`config.mk`:
```
export PLATFORM = sky130hd
export DESIGN_NAME = tff_counter_ctrl
export DESIGN_NICKNAME = d
export VERILOG_FILES = /design/src/rtl/tff_counter_ctrl.sv
export SDC_FILE = /design/constraint.sdc
export NUM_CORES = 1
export LEC_CHECK = 0
export ABC_AREA = 1
export CAP_MARGIN = 15
export CORE_MARGIN = 1.5
export CORE_UTILIZATION = 50
export CTS_BUF_LIST = sky130_fd_sc_hd__clkbuf_2
export DETAILED_ROUTE_END_ITERATION = 10
export PLACE_DENSITY_LB_ADDON = 0.25
export SYNTH_ARGS = -nofsm -noshare
export SYNTH_HDL_FRONTEND = slang
export SYNTH_SLANG_ARGS = --single-unit
```
`constraint.sdc`:
```
create_clock -name clk -period 1.73 [get_ports clk]
set_input_delay 0.2595 -clock clk [delete_from_list [all_inputs] [get_ports clk]]
set_output_delay 0.2595 -clock clk [all_outputs]
set_load 0.05 [all_outputs]
```
`src/rtl/tff_counter_ctrl.sv`:
```
// tff_counter_ctrl: sequences a bank of WIDTH T flip-flops as a bounded
// synchronous up/down counter with start / stop / pause control.
//
// The bank state updates as q <= q ^ t_vec, where t_vec is the per-bit
// toggle vector of a binary up or down step.
//
// Optional feature: define TFF_CTRL_AUTORELOAD_EN to make a run reload and
// continue at the terminal count. The result is a periodic divide-by-(limit+1)
// with done as the tick. Only stop or reset then ends the run.
module tff_counter_ctrl #(
    parameter int WIDTH = 4
) (
    input  logic             clk,
    input  logic             reset,
    input  logic             start,
    input  logic             dir,
    input  logic [WIDTH-1:0] limit,
    input  logic             pause,
    input  logic             stop,
    output logic [WIDTH-1:0] q,
    output logic [WIDTH-1:0] t_vec,
    output logic             busy,
    output logic             tc,
    output logic             done
);

    typedef enum logic [1:0] {
        ST_IDLE  = 2'd0,
        ST_RUN   = 2'd1,
        ST_PAUSE = 2'd2
    } state_t;

    state_t           state_r;
    logic [WIDTH-1:0] q_r;
    logic [WIDTH-1:0] lim_r;
    logic             dir_r;
    logic             done_r;

    logic [WIDTH-1:0] target_s;
    logic             at_target_s;
    logic             step_s;
    logic [WIDTH-1:0] t_vec_s;
    logic             carry_s;

    // Terminal value of the latched run and the compare against the bank.
    always_comb begin
        target_s    = {WIDTH{1'b0}};
        if (dir_r) begin
            target_s = lim_r;
        end else begin
            target_s = {WIDTH{1'b0}};
        end
        at_target_s = (q_r == target_s);
    end

    // Toggle vector: bit i flips when all lower bits are 1 (up) or 0 (down).
    // It is forced to zero on any cycle where the bank will not step.
    always_comb begin
        t_vec_s = {WIDTH{1'b0}};
        carry_s = 1'b1;
        step_s  = (state_r == ST_RUN) && !stop && !at_target_s && !pause;
        if (step_s) begin
            for (int i = 0; i < WIDTH; i++) begin
                t_vec_s[i] = carry_s;
                if (dir_r) begin
                    carry_s = carry_s & q_r[i];
                end else begin
                    carry_s = carry_s & ~q_r[i];
                end
            end
        end else begin
            t_vec_s = {WIDTH{1'b0}};
        end
    end

    // Run sequencer: state, T-FF bank, latched run parameters and done pulse.
    always_ff @(posedge clk or negedge reset) begin
        if (!reset) begin
            state_r <= ST_IDLE;
            q_r     <= {WIDTH{1'b0}};
            lim_r   <= {WIDTH{1'b0}};
            dir_r   <= 1'b0;
            done_r  <= 1'b0;
        end else begin
            done_r <= 1'b0;
            case (state_r)
                ST_IDLE: begin
                    if (start) begin
                        dir_r   <= dir;
                        lim_r   <= limit;
                        q_r     <= dir ? {WIDTH{1'b0}} : limit;
                        state_r <= ST_RUN;
                    end else begin
                        state_r <= ST_IDLE;
                    end
                end
                ST_RUN: begin
                    if (stop) begin
                        state_r <= ST_IDLE;
                    end else if (at_target_s) begin
                        done_r  <= 1'b1;
`ifdef TFF_CTRL_AUTORELOAD_EN
                        q_r     <= dir_r ? {WIDTH{1'b0}} : lim_r;
                        state_r <= ST_RUN;
`else
                        state_r <= ST_IDLE;
`endif
                    end else if (pause) begin
                        state_r <= ST_PAUSE;
                    end else begin
                        q_r <= q_r ^ t_vec_s;
                    end
                end
                ST_PAUSE: begin
                    if (stop) begin
                        state_r <= ST_IDLE;
                    end else if (!pause) begin
                        state_r <= ST_RUN;
                    end else begin
                        state_r <= ST_PAUSE;
                    end
                end
                default: begin
                    state_r <= ST_IDLE;
                end
            endcase
        end
    end

    assign q     = q_r;
    assign t_vec = t_vec_s;
    assign busy  = (state_r != ST_IDLE);
    assign tc    = (state_r != ST_IDLE) && at_target_s;
    assign done  = done_r;

endmodule

```
==> results.sh <==
export IMPL_outcome="finished, violations left"
export IMPL_violations="setup timing"
export IMPL_grt_pass1_vias=867
export IMPL_power_mw=2.22
export IMPL_drive_above_1_share=0.380
export IMPL_synthMuxAreaShare=0
export IMPL_die_x_um=44.0
export IMPL_max_stage_delay_ns=0.46
export IMPL_synth_compound_area_frac=0.0862
export IMPL_overflow=0
export IMPL_final_cells=179
export IMPL_ir_drop_mv=1.25
export IMPL_cts_buffers_inserted=3
export IMPL_synth_warnings=0
export IMPL_layout_common_cells="nand2_1, inv_1, buf_4"
export IMPL_postSynthCellCount=127
export IMPL_hold_class="primary input to async pin"
export IMPL_wl_per_cell_um=14.4
export IMPL_ys_seq_area_frac=0.357
export IMPL_arrival_ns=1.62
export IMPL_worstSetupStartpointType="flip-flop"
export IMPL_crit_path_top_delay_cell="dfrtp_2"
export IMPL_path_cells="buf_6 -> nor2_4 -> nand2_2 -> a21oi_2 -> nand3_4 -> inv_4 -> buf_12"
export IMPL_mostFrequentLayoutCell="nand2_1"
export IMPL_dieArea_um2=1940
export IMPL_setup_viol=7
export IMPL_viasPerCell=5.47
export IMPL_synth_top_family_by_area="simple AND/OR/NAND/NOR gates"
export IMPL_final_hold_viol_count=0
export IMPL_antenna_found_initial=0
export IMPL_die_y_um=44.0
export IMPL_fmax_ghz=0.531
export IMPL_nets=174
export IMPL_maxCapViolCount=0
export IMPL_post_synth_fa_ha_maj_area_fraction=0
export IMPL_path_delay_family="flip-flops"
export IMPL_cts_tree="done"
export IMPL_timing_final_crit_share=1.09
export IMPL_drv_slew=0
export IMPL_htreeDepth=1
export IMPL_grt_setup_unrepaired="yes"
export IMPL_num_rows=14
export IMPL_endpoint_kind="output pin"
export IMPL_clock_sinks=12
export IMPL_p_per_area_nw_per_um2=1680
export IMPL_drt_iter0_markers=41
export IMPL_r2r_slack_ns=-0.05
export IMPL_min_period_ns=1.88
export IMPL_clockBufferDepth=2
export IMPL_track_usage=0.267
export IMPL_grt_max_degree=13
export IMPL_grt_first_pass_wirelength_um=3750
export IMPL_synth_seq_cells=12
export IMPL_drtPass1Iterations=4
export IMPL_routed_wl_um=2580
export IMPL_syn_to_final_growth_pct=56.9
export IMPL_port_buffer_count=20
export IMPL_cp_data_required_time_ns=1.47
export IMPL_synth_area_um2=842
export IMPL_num_vias=979
export IMPL_diodes=0
export IMPL_synth_xor_xnor_area_share=0.0104
export IMPL_hpwlAfterDp_um=1480
export IMPL_initial_core_util=0.546
export IMPL_coreArea_um2=1540
export IMPL_clock_skew_ns=0.00560
export IMPL_placed_cells=164
export IMPL_clk_latency_ns=0.29
export IMPL_crit_type="flip-flop to output pin"
export IMPL_synthDistinctLibCells=22
export IMPL_yosysTopAreaCell="dfrtp_1"
export IMPL_maxSlewHeadroom=0.636
export IMPL_syn_num_nets=137
export IMPL_ant_nets=0
export IMPL_cp_max_fo=6
export IMPL_place_ws_ns=-0.0173
export IMPL_clockRootBuffer="clkbuf_2"
export IMPL_crit_buf_inv=3
export IMPL_worst_slack_ns=-0.153
export IMPL_post_synth_top_area_fraction=0.357
export IMPL_drc=0
export IMPL_netlist_top_cells_area="dfrtp_1, nand2_1, inv_1, nand3_1, o21ai_0"
export IMPL_clkTransAtPathRegs_ns=0.14
export IMPL_yosys_area_share_simple=0.401
export IMPL_io_pins=21
export IMPL_avgSynthCellArea_um2=6.63
export IMPL_place_gp_congestion=0.819
export IMPL_tightest_slew_ns=0.545
export IMPL_leakagePower_nw=0.691
## final timing paths
path / start / end / depth (start not counted)
worst max-delay path: dir_r / t_vec[3] / 7
worst min-delay path: reset / state_r[1] / 1
worst max register to register: dir_r / q[3] / 15
worst min register to register: lim_r[3] / lim_r[3] / 2
max in group asynchronous: reset / dir_r / 1
min in group clk: limit[0] / lim_r[0] / 3
## metrics by stage
| step | util | instance area, um2 | setup TNS (ns) | hold slack, ns |
|---|---|---|---|---|
| 2_1_floorplan | - | 855 | 0 | -0.0361 |
| 3_3_place_gp | 0.726 | 1120 | 0 | 0.493 |
| 3_5_place_dp | 0.726 | 1120 | -0.0173 | 0.511 |
| 4_1_cts | 0.808 | 1240 | -0.334 | 0.329 |
| 5_1_grt | 0.857 | 1320 | -1.30 | 0.358 |
| 6_report | 0.857 | 1320 | -0.654 | 0.305 |
## state kept, by name, summed over array words and instances, names as in the netlist
name     count
dir_r        1
done         1
lim_r        4
q            4
state_r      2
## cell families (layout without fill, tap and decap cells)
logic type | Yosys count | count (layout)
buf+inv | 29 | 65
compound gates | 14 | 14
xor+xnor | 1 | 1
flops | 12 | 12
simple gates | 71 | 71
## power by group
part	total, mW	switching (mW)	internal (mW)
clock	0.160	0.110	0.0502
sequential	0.530	0.139	0.391
combinational	1.53	0.932	0.594
## layout make-up
class                           instances  area, um2
Clock buffer                            3       15.0
Clock inverter                          1       3.75
Fill cell                              91        220
Inverter                               26        105
Multi-Input combinational cell         86        509
Sequential cell                        12        307
Tap cell                               16       20.0
Timing Repair Buffer                   35        362
## routing by layer
layer	up-vias	track usage	share of wire
met5	-	0	0
met4	0	0.109	0.043
met3	15	0.0367	0.085
met2	55	0.453	0.48
met1	449	0.341	0.39
li1	460	-	-
## synthesized netlist by cell type
cell type  number
nand2_1        42
clkbuf_1        1
o21ai_1         1
xor2_1          1
inv_2           3
buf_6           1
a21oi_1         4
nand3_4         1
o211ai_1        1
nand3_2         1
buf_4           1
nand2_2         2
nand4_1         2
dfrtp_1        12
nor3_1          1
nand3_1         8
inv_4           1
nor2_1         10
o21ai_0         8
nor2_4          1
nand2_4         3
inv_1          22
## what timing repair did
action | 4_1_cts | 5_1_grt
hold buffers | 0 | 0
buffers inserted | 7 | 4
resized for setup | 18 | 10
endpoints found under the setup margin | 7 | 5
pin swaps | 4 | 9
(Power assumes the default switching activity.)
==> RTL edit: new RTL, same settings <==
Register the outputs `t_vec`, `busy` and `tc`, cleared by the reset; this adds one clock of latency there. The other outputs are not delayed to match.
--- a/src/rtl/tff_counter_ctrl.sv
+++ b/src/rtl/tff_counter_ctrl.sv
@@ -130,5 +130,13 @@
     assign q     = q_r;
-    assign t_vec = t_vec_s;
-    assign busy  = (state_r != ST_IDLE);
-    assign tc    = (state_r != ST_IDLE) && at_target_s;
+    always_ff @(posedge clk or negedge reset) begin
+        if (!reset) begin
+            t_vec <= '0;
+            busy  <= '0;
+            tc    <= '0;
+        end else begin
+            t_vec <= t_vec_s;
+            busy  <= (state_r != ST_IDLE);
+            tc    <= (state_r != ST_IDLE) && at_target_s;
+        end
+    end
     assign done  = done_r;
Behaviour: not the same (Yosys sat finds a counterexample within 4 cycles, from zero or initial values and one cycle with reset low).
==> RTL edit against the unedited design <==
- design area fell by 7.8%
- critical path type is now reg -> reg
- hold slack got worse by 49 ps
- total power fell by 13%
- setup slack improved by 350 ps
- count of clock-buffer cells in the layout did not move
- first-iteration DRC count fell by 27%
- routed wire length fell by 22%
- synthesized area rose by 16%
- sequential cell count rose by 6
- critical path depth rose by 3
==> RTL edit: results (changes against the unedited design) <==
[setup_path]
r2r_slack_ps = 190  ; +240 ps
critPathCapture = q[1]
worstPathMaxFanout = 7  ; +1
worst_r2r_endpoint = q[1]
slowest_delay_ps = 420  ; -40 ps
r2r_cells = 10  ; -5
crit_family = simple AND/OR/NAND/NOR gates
cp_data_arrival_time_ps = 1760  ; +140 ps

[yosys]
synth_seq_area_share = 0.462  ; +0.106
syn_nets = 145  ; +5.8%
synth_commonest_cells = nand2_1, inv_1, dfrtp_1
postSynthAreaPerCell_um2 = 7.22  ; +8.9%

[global_route]
grt_pass1_wl_um = 3290  ; -12%
grt_max_degree = 19  ; +6
gr-usage-met3 = 0.0423  ; +0.00557
grt_pass1_vias = 790  ; -8.9%
use_met2 = 0.345  ; -0.108

[sta]
timing.final.ws_setup_ps = 194  ; +346 ps
fin_skew_ps = 4.80  ; -0.800 ps

[route]
routed_via_density = 4.96  ; -9.3%
dr_wl_met3_um = 146  ; -34%
wl_met1_um = 854  ; -15%
wl_met2_um = 971  ; -22%
first_iter_violations = 30  ; -27%

[power_and_ir_drop]
power.leakage_nw = 0.764  ; +10%
max-vdd-ir-drop_mv = 0.868  ; -30%

[final_layout]
drive_gt1_frac = 0.151  ; -0.229

[run_status]
outcome = complete, no violations

[clocking]
cts_setup_buffers = 0  ; -7

[placement]
dp_slack_ps = 158  ; +175 ps

-- RTL edit: cell types whose count changed in the layout (fill, tap and decap cells not counted), moves of 4 or more --
cell | unedited run | this run
buf_12 | 5 | 0
buf_4 | 17 | 9
dfrtp_1 | 7 | 17
dfrtp_2 | 5 | 1
dlymetal6s2s_1 | 0 | 4
inv_1 | 18 | 27
inv_2 | 5 | 1
nand3_1 | 2 | 7
nand3_4 | 4 | 0
-- RTL edit: cell families after synthesis --
group                  share of synthesized area
buffers and inverters                      0.123
AO/OA/AOI/OAI                             0.0745
flip-flops                                 0.462
AND/OR/NAND/NOR                            0.340
-- RTL edit: worst reg2reg max path, delay by kind of cell, from the launching register on --
family        cells  cell delay (ps)
buf+inv           3              460
flops             1              420
simple gates      7              580
-- RTL edit: worst min path at each step --
| stage | start | endpoint | slack [ps] | cells past startpoint |
|---|---|---|---|---|
| global placement | state_r[1] | busy | 480 | 2 |
| CTS | reset | lim_r[3] | 250 | 2 |
| floorplan | reset | busy | -40 | 0 |
| global route | reset | lim_r[3] | 240 | 2 |
| finish | reset | lim_r[3] | 260 | 2 |
| detailed placement | lim_r[1] | lim_r[1] | 500 | 2 |
-- RTL edit: cell type report --
class / count / area, um^2 / share of cell area
Clock buffer: 3 / 15.0 / 0.0123
Clock inverter: 1 / 3.75 / 0.00308
Inverter: 28 / 105 / 0.0862
Multi-Input combinational cell: 87 / 404 / 0.332
Sequential cell: 18 / 452 / 0.371
Tap cell: 25 / 31.3 / 0.0257
Timing Repair Buffer: 22 / 208 / 0.170
-- RTL edit: power groups by stage --
stage	combinational, mW	clock (mW)	sequential, mW
after global placement	1.03	0	0.700
after detailed placement	1.06	0	0.703
final	1.06	0.179	0.697
after CTS	1.06	0.187	0.694
after floorplan	0.568	0	0.917
after global routing	1.17	0.215	0.722
